File: src/rtl/cpu_id_stage.sv
// Decode stage: instruction decode, register file with write-back bypass,
// B/BR resolution, hazard/stall generation, ID/EX register and halt latch.
module cpu_id_stage #(
  parameter int unsigned DATA_W = 16,
  parameter int unsigned NREG   = 16,
  parameter int unsigned BYPASS = 1,
  localparam int unsigned AW    = $clog2(NREG)
) (
  input  logic              clk,
  input  logic              rst_n,
  input  logic              id_valid,
  input  logic [15:0]       instr,
  input  logic [DATA_W-1:0] pc_plus2,
  input  logic [2:0]        flags,
  input  logic [AW-1:0]     exmem_rd,
  input  logic              exmem_reg_write,
  input  logic              wb_we,
  input  logic [AW-1:0]     wb_addr,
  input  logic [DATA_W-1:0] wb_data,
  output logic              stall,
  output logic              branch_taken,
  output logic [DATA_W-1:0] branch_target,
  output logic              idex_valid,
  output logic [3:0]        idex_opcode,
  output logic [AW-1:0]     idex_rs1,
  output logic [AW-1:0]     idex_rs2,
  output logic [AW-1:0]     idex_rd,
  output logic [DATA_W-1:0] idex_rs1_data,
  output logic [DATA_W-1:0] idex_rs2_data,
  output logic [DATA_W-1:0] idex_imm,
  output logic              idex_alu_src,
  output logic              idex_mem_read,
  output logic              idex_mem_write,
  output logic              idex_mem_to_reg,
  output logic              idex_reg_write,
  output logic              idex_pcs,
  output logic              idex_halt
);

  typedef enum logic [3:0] {
    OP_ADD = 4'h0, OP_SUB = 4'h1, OP_XOR = 4'h2, OP_RED = 4'h3,
    OP_SLL = 4'h4, OP_SRA = 4'h5, OP_ROR = 4'h6, OP_PADDSB = 4'h7,
    OP_LW  = 4'h8, OP_SW  = 4'h9, OP_LLB = 4'hA, OP_LHB = 4'hB,
    OP_B   = 4'hC, OP_BR  = 4'hD, OP_PCS = 4'hE, OP_HLT = 4'hF
  } opcode_e;

  typedef enum logic {ST_RUN, ST_HALT} state_e;

  typedef struct packed {
    logic              valid;
    logic [3:0]        opcode;
    logic [AW-1:0]     rs1;
    logic [AW-1:0]     rs2;
    logic [AW-1:0]     rd;
    logic [DATA_W-1:0] rs1_data;
    logic [DATA_W-1:0] rs2_data;
    logic [DATA_W-1:0] imm;
    logic              alu_src;
    logic              mem_read;
    logic              mem_write;
    logic              mem_to_reg;
    logic              reg_write;
    logic              pcs;
    logic              halt;
  } idex_t;

  state_e            state_q, state_d;
  idex_t             idex_q, idex_d;
  logic [DATA_W-1:0] rf_q [NREG];

  opcode_e           op;
  logic [AW-1:0]     rs1_a, rs2_a, rd_a;
  logic              use_rs1, use_rs2, is_b, is_br, cond_true;
  logic              alu_src, reg_write;
  logic [DATA_W-1:0] imm, rs1_val, rs2_val;
  logic              load_use, flag_hz, br_hz, halted, issue;

  assign op     = opcode_e'(instr[15:12]);
  assign halted = (state_q == ST_HALT);

  // Field selection, immediate formation and per-opcode control decode
  always_comb begin
    rd_a      = instr[8 +: AW];
    rs1_a     = (op == OP_LLB || op == OP_LHB) ? instr[8 +: AW] : instr[4 +: AW];
    rs2_a     = (op == OP_SW) ? instr[8 +: AW] : instr[0 +: AW];
    is_b      = (op == OP_B);
    is_br     = (op == OP_BR);
    use_rs1   = !(op inside {OP_B, OP_PCS, OP_HLT});
    use_rs2   = op inside {OP_ADD, OP_SUB, OP_XOR, OP_RED, OP_PADDSB, OP_SW};
    alu_src   = op inside {OP_SLL, OP_SRA, OP_ROR, OP_LW, OP_SW, OP_LLB, OP_LHB};
    reg_write = !(op inside {OP_SW, OP_B, OP_BR, OP_HLT});
    imm       = '0;
    case (op)
      OP_LW, OP_SW:           imm = {{(DATA_W-5){instr[3]}}, instr[3:0], 1'b0};
      OP_LLB, OP_LHB:         imm = {{(DATA_W-8){1'b0}}, instr[7:0]};
      OP_SLL, OP_SRA, OP_ROR: imm = {{(DATA_W-4){1'b0}}, instr[3:0]};
      default:                imm = '0;
    endcase
  end

  // Register file reads; register 0 is hard zero, WB optionally bypassed
  always_comb begin
    rs1_val = rf_q[rs1_a];
    rs2_val = rf_q[rs2_a];
    if (BYPASS != 0 && wb_we && wb_addr == rs1_a) rs1_val = wb_data;
    if (BYPASS != 0 && wb_we && wb_addr == rs2_a) rs2_val = wb_data;
    if (rs1_a == '0) rs1_val = '0;
    if (rs2_a == '0) rs2_val = '0;
  end

  // Branch condition on committed {Z,V,N}
  always_comb begin
    cond_true = 1'b0;
    case (instr[11:9])
      3'b000: cond_true = !flags[2];
      3'b001: cond_true = flags[2];
      3'b010: cond_true = !flags[2] && !flags[0];
      3'b011: cond_true = flags[0];
      3'b100: cond_true = flags[2] || (!flags[2] && !flags[0]);
      3'b101: cond_true = flags[0] || flags[2];
      3'b110: cond_true = flags[1];
      default: cond_true = 1'b1;
    endcase
  end

  // Hazard detection, stall and branch redirect
  always_comb begin
    load_use = idex_q.valid && idex_q.mem_read && (idex_q.rd != '0) &&
               ((use_rs1 && rs1_a == idex_q.rd) || (use_rs2 && rs2_a == idex_q.rd));
    flag_hz  = (is_b || is_br) && (instr[11:9] != 3'b111) && idex_q.valid &&
               (idex_q.opcode inside {OP_ADD, OP_SUB, OP_XOR, OP_SLL, OP_SRA, OP_ROR});
    br_hz    = is_br && (rs1_a != '0) &&
               ((idex_q.valid && idex_q.reg_write && rs1_a == idex_q.rd) ||
                (exmem_reg_write && rs1_a == exmem_rd));
    stall         = halted || (id_valid && (load_use || flag_hz || br_hz));
    issue         = id_valid && !stall;
    branch_taken  = issue && (is_b || is_br) && cond_true;
    branch_target = is_br ? rs1_val
                          : pc_plus2 + {{(DATA_W-10){instr[8]}}, instr[8:0], 1'b0};
  end

  // Next ID/EX contents: decoded instruction on issue, otherwise a bubble
  always_comb begin
    idex_d = '0;
    if (issue) begin
      idex_d.valid      = 1'b1;
      idex_d.opcode     = instr[15:12];
      idex_d.rs1        = rs1_a;
      idex_d.rs2        = rs2_a;
      idex_d.rd         = rd_a;
      idex_d.rs1_data   = rs1_val;
      idex_d.rs2_data   = rs2_val;
      idex_d.imm        = imm;
      idex_d.alu_src    = alu_src;
      idex_d.mem_read   = (op == OP_LW);
      idex_d.mem_write  = (op == OP_SW);
      idex_d.mem_to_reg = (op == OP_LW);
      idex_d.reg_write  = reg_write;
      idex_d.pcs        = (op == OP_PCS);
      idex_d.halt       = (op == OP_HLT);
    end
  end

  // Halt latch: entered when HLT is loaded into ID/EX, left only via reset
  always_comb begin
    state_d = state_q;
    if (state_q == ST_RUN && issue && op == OP_HLT) state_d = ST_HALT;
  end

  // State, ID/EX register
  always_ff @(posedge clk or negedge rst_n) begin
    if (!rst_n) begin
      state_q <= ST_RUN;
      idex_q  <= '0;
    end else begin
      state_q <= state_d;
      idex_q  <= idex_d;
    end
  end

  // Register file write port; writes to register 0 are dropped
  always_ff @(posedge clk or negedge rst_n) begin
    if (!rst_n) begin
      for (int unsigned i = 0; i < NREG; i++) rf_q[i] <= '0;
    end else if (wb_we && wb_addr != '0) begin
      rf_q[wb_addr] <= wb_data;
    end
  end

  assign idex_valid      = idex_q.valid;
  assign idex_opcode     = idex_q.opcode;
  assign idex_rs1        = idex_q.rs1;
  assign idex_rs2        = idex_q.rs2;
  assign idex_rd         = idex_q.rd;
  assign idex_rs1_data   = idex_q.rs1_data;
  assign idex_rs2_data   = idex_q.rs2_data;
  assign idex_imm        = idex_q.imm;
  assign idex_alu_src    = idex_q.alu_src;
  assign idex_mem_read   = idex_q.mem_read;
  assign idex_mem_write  = idex_q.mem_write;
  assign idex_mem_to_reg = idex_q.mem_to_reg;
  assign idex_reg_write  = idex_q.reg_write;
  assign idex_pcs        = idex_q.pcs;
  assign idex_halt       = idex_q.halt;

endmodule

File: config.mk
export PLATFORM = sky130hd
export DESIGN_NAME = cpu_id_stage
export DESIGN_NICKNAME = d
export VERILOG_FILES = /design/src/rtl/cpu_id_stage.sv
export SDC_FILE = /design/constraint.sdc
export NUM_CORES = 1
export LEC_CHECK = 0
export CORE_MARGIN = 2
export CORE_UTILIZATION = 40
export CTS_CLUSTER_SIZE = 14
export DETAILED_ROUTE_END_ITERATION = 12
export GPL_TIMING_DRIVEN = 0
export PLACE_DENSITY_LB_ADDON = 0.08
export SLEW_MARGIN = 20
export SYNTH_ARGS = -nofsm -noshare
export SYNTH_HDL_FRONTEND = slang
export SYNTH_SLANG_ARGS = --single-unit
File: constraint.sdc
create_clock -name clk -period 2.8 [get_ports clk]
set_input_delay 0.42 -clock clk [delete_from_list [all_inputs] [get_ports clk]]
set_output_delay 0.42 -clock clk [all_outputs]
set_load 0.02 [all_outputs]
==> run_results.csv, run 1 <==
group,metric,value,unit
status,outcome,"finished with violations",
status,violations,"negative setup slack",
clocking,cts_buffers,38,
detailed_routing,vias,15320,
detailed_routing,antenna_left,0,
timing,period_needed,3180,ps
synth,syn_inst,1642,
timing,fin_skew,18.3,ps
detailed_routing,wl_met1,30900,um
floorplanning,row_count,77,
global_routing,grt_pass1_wl,107000,um
detailed_routing,highest_layer,"met4",
power_and_ir_drop,leakage,10.1,nW
setup_path,startpoint,"instr[15]",
synth,ys_types,72,
power_and_ir_drop,combPwrFrac,25.9,%
setup_path,worstPathArrival,2760,ps
setup_path,critical_path_class,"primary input to output port",
timing,slew_viol_final,0,
setup_path,reg2reg_to,"idex_rs2_data[9]$_DFF_PN0_",
clocking,cts_tree,"done",
detailed_routing,wl_met3,6800,um
timing,fmax,315,MHz
cells_and_area,area_delta_synth_final,32.8,%
synth,synth.yosys.seq_area_share,44.9,%
global_routing,antenna_found_initial,0,
place,hpwl,47600,um
synth,ys_ff_latch,321,
setup_path,regToRegStartpoint,"idex_rd[0]$_DFF_PN0_",
setup_path,crit_path_end,"branch_target[4]",
synth,synth_area_leader_cell,"dfrtp_1",
global_routing,track_usage,31.7,%
synth,synthesis.nets,1721,
setup_path,start_kind,"primary input",
synth,synth_area_leaders,"dfrtp_1 (45%), mux2_2 (23%), mux2i_1 (4.6%)",
cells_and_area,final_area,23700,um2
timing,worstMarginPinSlew,1220,ps
detailed_routing,via_per_inst,6.05,
timing,rsz0062_at_grt,"true",
synth,synth-async-reset-ratio,100,%
synth,synth-warning-count,0,
floorplanning,die_area,46400,um2
detailed_routing,wl_per_cell,29.3,um
cells_and_area,fin_nets,1995,
place,gp_congestion,0.918,
synth,postSynthAreaPerCell,10.9,um2
synth,synth_edf_count,0,
worst_hold_path,min_path_type,"primary input to register",
place,io_buffers,148,
power_and_ir_drop,seqPwrFrac,39.0,%
job,max-cap-violations,0,
clocking,cts_sinks,321,
floorplanning,start_util,40.5,%
global_routing,grt_pass1_vias,15532,
setup_path,crit_fanout,7,
power_and_ir_drop,ir_drop,0.474,mV
timing,finalSetupViolations,23,
detailed_routing,drt_wl_total,74200,um
floorplanning,die_h,215,um
cells_and_area,drive_gt1_share,39.6,%
setup_path,worstSetupEndpointType,"output port",
detailed_routing,met2_length,32600,um
power_and_ir_drop,clkPwrFrac,35.1,%
detailed_routing,drt_iter0_markers,1553,
floorplanning,core_area,44100,um2
worst_hold_path,hold_depth,2,
setup_path,required,2380,ps
global_routing,grt_max_degree,95,
timing,setup_ws,-378,ps
detailed_routing,firstDrtPassIters,5,
timing,fin_crit_sh,113,%
cells_and_area,diodes,0,
power_and_ir_drop,swShare,30.1,%
worst_hold_path,hold_start,"instr[12]",
timing,hold_viol_final,0,
synth,syn_area,17900,um2
detailed_routing,post-route-drc-count,0,
power_and_ir_drop,intPower,10.9,mW
clocking,htreeDepth,2,
floorplanning,die_x,215,um
global_routing,grt-ovfl-total,0,
clocking,clock-root-buffer,"clkbuf_16",
setup_path,timing.reg2reg.setup_slack,170,ps
clocking,cts.clk_slew.worst_paths,60,ps
power_and_ir_drop,powerDensity,657,nW/um2
clocking,cts.path.max_buffers,3,
synth,synth.top_cell.area_share,44.9,%
clocking,clkLatencyLatePin,570,ps
setup_path,worstRegToRegCells,9,
synth,synth_ff_type,"dfrtp_1",
cells_and_area,final_cell_mix,"mux2_2 (358), dfrtp_1 (318), nand2_1 (147)",
place,postPlaceCellArea,20300,um2
timing,slew_headroom,18.8,%
cells_and_area,mostFrequentLayoutCell,"mux2_2",
power_and_ir_drop,p_switching,4.70,mW
cells_and_area,fin_util,53.8,%
floorplanning,ioPinCount,154,
sequential cells by signal, indices dropped and copies added, names as in the netlist:
name and count:
idex_valid 1, idex_alu_src 1, idex_rs2_data 16, idex_mem_write 1, idex_rs2 4, idex_halt 1
halted 1, rf_q 256, idex_imm 9, idex_opcode 4, idex_rs1_data 16, idex_rs1 4
idex_reg_write 1, idex_rd 4, idex_pcs 1, idex_mem_read 1
synth_stat cells, drive strengths merged (6+ instances only):
| cell | number |
|---|---|
| buf | 58 |
| nand3 | 8 |
| and3 | 10 |
| nor2 | 98 |
| a211o | 6 |
| xor2 | 10 |
| mux2 | 359 |
| nand4 | 22 |
| inv | 25 |
| o22ai | 95 |
| a21oi | 15 |
| or3 | 7 |
| a31oi | 7 |
| o211ai | 9 |
| nand2b | 15 |
| nor4 | 24 |
| ha | 14 |
| a32oi | 43 |
| xnor2 | 14 |
| dfrtp | 321 |
| mux2i | 88 |
| a211oi | 20 |
| nor3 | 24 |
| o21ai | 30 |
| nand2 | 149 |
| clkbuf | 99 |
worst min-delay path by stage:
stage | slack [ps] | end
2_1_floorplan | 120 | halted$_DFFE_PN0P_
3_3_place_gp | 460 | rf_q[244]$_DFFE_PN0P_
3_5_place_dp | 440 | idex_imm[0]$_DFF_PN0_
4_1_cts | 110 | idex_mem_read$_DFF_PN0_
5_1_grt | 150 | idex_pcs$_DFF_PN0_
6_report | 130 | idex_mem_read$_DFF_PN0_
per-stage QoR:
| step | power, mW | TNS [ps] | std cells | hold WS (ps) | setup slack (ps) |
|---|---|---|---|---|---|
| 2_1_floorplan | 8.32 | -91.9 | 1642 | 124 | -82.4 |
| 3_3_place_gp | 9.50 | -4438780 | 2382 | 456 | -13200 |
| 3_5_place_dp | 9.59 | -185950 | 2385 | 442 | -2440 |
| 4_1_cts | 15.5 | -5250 | 2530 | 108 | -362 |
| 5_1_grt | 16.2 | -6050 | 2533 | 150 | -422 |
| 6_report | 15.6 | -5280 | 2533 | 131 | -378 |
timing repair:
action	CTS	global route
pin swaps	53	28
cloned	4	1
setup buffers	77	2
endpoints found under the hold margin	70	0
gates resized for setup	419	77
hold buffers	1	0
setup endpoints to repair	130	44
critical path, cell delays in order:
cell     delay, ps
buf_8          110
and3b_1        180
buf_6          150
o21ai_4        230
xnor2_2        140
or4_4          490
buf_12         180
buf_12         150
a211o_4        370
o22ai_4        160
buf_6          140
logic make-up after synthesis:
group	after synthesis	share of synthesized area [%]
AO/OA/AOI/OAI	270	10.7
AND/OR/NAND/NOR	382	9.93
flip-flops	321	44.9
XOR/XNOR	24	1.18
multiplexers	448	27.8
buffers and inverters	182	4.34
adder cells (fa/ha/maj)	15	1.09
routing by layer:
| metal | global-route usage (%) | vias up |
|---|---|---|
| li1 | - | 6599 |
| met5 | 0 | - |
| met1 | 41.7 | 7737 |
| met3 | 8.40 | 212 |
| met2 | 48.1 | 772 |
| met4 | 16.4 | 0 |
final cells by class:
class	instances	area, um2
Clock inverter	11	185
Inverter	25	97.6
Timing Repair Buffer	236	2400
Multi-Input combinational cell	1139	9930
Tap cell	592	741
Clock buffer	54	1180
Sequential cell	321	8040
Buffer	155	1170
Fill cell	3905	20400
power by group through the flow:
| stage | registers [mW] | clock network, mW | logic [mW] |
|---|---|---|---|
| finish | 6.09 | 5.47 | 4.04 |
| global route | 6.18 | 5.71 | 4.28 |
| CTS | 6.05 | 5.54 | 3.90 |
| global placement | 6.10 | 0 | 3.40 |
| detailed placement | 6.13 | 0 | 3.47 |
| floorplan | 5.92 | 0 | 2.40 |
Power figures use the tool's default switching activity.
==> run 2, diff against run 1 <==
- SLEW_MARGIN: 20 -> not set
==> run 2 against run 1 <==
Compared with the run above: combinational power shrank 2%; sequential power is essentially flat; worst setup slack lost 88 ps; utilization shrank 0.56 points; highest routed layer unchanged; register-to-register slack lost 120 ps; critical path depth is the same; count of clock-buffer cells in the layout grew 6; first-iteration DRC count grew 1.9%; clock skew grew 3.8 ps; power shrank 1.1%; the flow still finishes with violations (negative setup slack); routed wire length grew 1.5%; critical endpoint is now branch_target[12].
==> run_results.csv, run 2 (synthesized netlist as in run 1, its figures left out) <==
group,metric,value,unit
setup_path,startpoint,"instr[14]",
global_routing,grt_pass1_wl,108000,um
detailed_routing,antenna_left,0,
cells_and_area,fin_nets,1991,
setup_path,timing.reg2reg.setup_slack,50,ps
status,violations,"negative setup slack",
timing,fmax,306,MHz
timing,slew_viol_final,0,
setup_path,crit_top_cell,"buf_12",
job,max-cap-violations,0,
cells_and_area,final_area,23500,um2
timing,setup_ws,-465,ps
setup_path,critical_path_class,"primary input to output port",
setup_path,cp_top_family,"compound AO/OA/AOI/OAI gates",
power_and_ir_drop,powerDensity,656,nW/um2
setup_path,cpPeakStageDelay,570,ps
cells_and_area,fin_util,53.2,%
clocking,htreeDepth,2,
setup_path,path_depth,11,
setup_path,crit_fanout,7,
setup_path,reg2reg_to,"idex_rs2_data[5]$_DFF_PN0_",
place,post-place-ws,-2550,ps
cells_and_area,drive_gt1_share,38.3,%
setup_path,cpMaxStageDelayCell,"or4_4",
setup_path,regToRegStartpoint,"idex_rd[0]$_DFF_PN0_",
cells_and_area,largest_reg_flops,256,
floorplanning,die_area,46400,um2
floorplanning,die_x,215,um
detailed_routing,vias,15460,
power_and_ir_drop,ir_drop,0.388,mV
detailed_routing,via_per_inst,6.10,
clocking,cts_sinks,321,
clocking,cts.clk_slew.worst_paths,50,ps
clocking,cts.path.max_buffers,3,
cells_and_area,mostFrequentLayoutCell,"mux2_2",
floorplanning,row_count,77,
timing,period_needed,3270,ps
place,postPlaceCellArea,20300,um2
worst_hold_path,min_path_type,"primary input to register",
timing,slew_headroom,27.2,%
detailed_routing,drt_wl_total,75300,um
place,gp_congestion,0.918,
cells_and_area,area_delta_synth_final,31.4,%
timing,hold_viol_final,0,
clocking,clkLatencyLatePin,570,ps
global_routing,antenna_found_initial,0,
power_and_ir_drop,leakage,10.0,nW
setup_path,worstSetupEndpointType,"output port",
cells_and_area,final_cell_mix,"mux2_2 (359), dfrtp_1 (318), nand2_1 (147)",
timing,fin_crit_sh,117,%
timing,hold_ws,132,ps
timing,fin_skew,22.1,ps
timing,worstMarginPinSlew,1090,ps
clocking,clock-root-buffer,"clkbuf_16",
cells_and_area,largest_register,"rf_q",
setup_path,worstPathArrival,2850,ps
status,outcome,"finished with violations",
setup_path,required,2380,ps
detailed_routing,drt_iter0_markers,1583,
global_routing,grt_max_degree,118,
floorplanning,start_util,40.5,%
setup_path,start_kind,"primary input",
floorplanning,core_area,44100,um2
floorplanning,ioPinCount,154,
clocking,cts_tree,"done",
detailed_routing,wl_per_cell,29.7,um
global_routing,grt_pass1_vias,15559,
global_routing,track_usage,32.1,%
timing,rsz0062_at_grt,"true",
place,io_buffers,148,
detailed_routing,firstDrtPassIters,6,
detailed_routing,post-route-drc-count,0,
timing,finalSetupViolations,19,
setup_path,crit_path_end,"branch_target[12]",
setup_path,worstRegToRegCells,10,
place,hpwl,47500,um
global_routing,grt-ovfl-total,0,
floorplanning,die_h,215,um
setup_path,cp_cell_sequence,"buf_8 > nand3b_1 > buf_4 > a21boi_4 > o21ai_4 > or4_4 > buf_12 > buf_12 > a211o_4 > o22ai_4 > buf_6",
clocking,cts_buffers,38,
cells_and_area,diodes,0,
setup_path,cp.buffers_inverters,5,
[run 2: through the flow]
stage          cells  total power [mW]  setup TNS, ps
6_report        2533              15.4          -6840
2_1_floorplan   1642              8.32          -91.9
3_5_place_dp    2384              9.58        -217130
4_1_cts         2526              15.3          -6490
3_3_place_gp    2382              9.50       -4438780
5_1_grt         2533              16.0          -7530
[run 2: area by class of cell]
cell class	count	area, um2
plain buffers	154	1160
clock buffers	60	1190
clock inverters	9	145
fillers	3938	20600
inverters	25	97.6
multi-input cells	1140	9790
flip-flops and latches	321	8040
well taps	592	741
repair buffers	232	2340
[run 2: worst min path at each step]
stage	from	end	slack (ps)	depth (start not counted)
after global placement	rf_q[244]$_DFFE_PN0P_	rf_q[244]$_DFFE_PN0P_	460	1
after detailed placement	halted$_DFFE_PN0P_	halted$_DFFE_PN0P_	460	2
final	instr[12]	idex_mem_read$_DFF_PN0_	130	2
after floorplan	rst_n	halted$_DFFE_PN0P_	120	0
after global routing	instr[12]	idex_mem_read$_DFF_PN0_	150	2
after CTS	instr[12]	idex_mem_read$_DFF_PN0_	110	2
[run 2: metal layers]
| metal | global-route usage [%] | up-vias | share of wire (%) |
|---|---|---|---|
| li1 | - | 6581 | - |
| met2 | 49.2 | 814 | 44 |
| met1 | 41.7 | 7827 | 41 |
| met5 | 0 | - | 0 |
| met4 | 18.0 | 0 | 6.2 |
| met3 | 7.85 | 238 | 8.9 |
[run 2: where the power goes]
| group | switching [mW] | internal [mW] |
|---|---|---|
| logic | 1.97 | 2.01 |
| clock network | 2.08 | 3.27 |
| registers | 0.632 | 5.45 |
| total | 4.68 | 10.7 |
[run 2: timing repair]
action,4_1_cts,5_1_grt
cloned,3,0
hold buffers,1,0
hold endpoints to repair,101,0
gates resized for setup,405,62
setup buffers,71,8
setup endpoints to repair,182,42
pin swaps,51,30
[run 2: worst register-to-register path: stages, from the launching register on]
cell and delay [ps]:
dfrtp_2 460, xor2_1 160, a211o_1 230, a211o_1 300, nor4_2 180, a211oi_2 70, buf_4 150, nand2_2 70
buf_2 240, buf_2 540, nor4_1 200
==> run 3, diff against run 2 <==
- ABC_CLOCK_PERIOD_IN_PS: not set -> 2800
==> results of run 3 <==
Same layout as run 2: the final DEF is identical, and so are final timing and power.
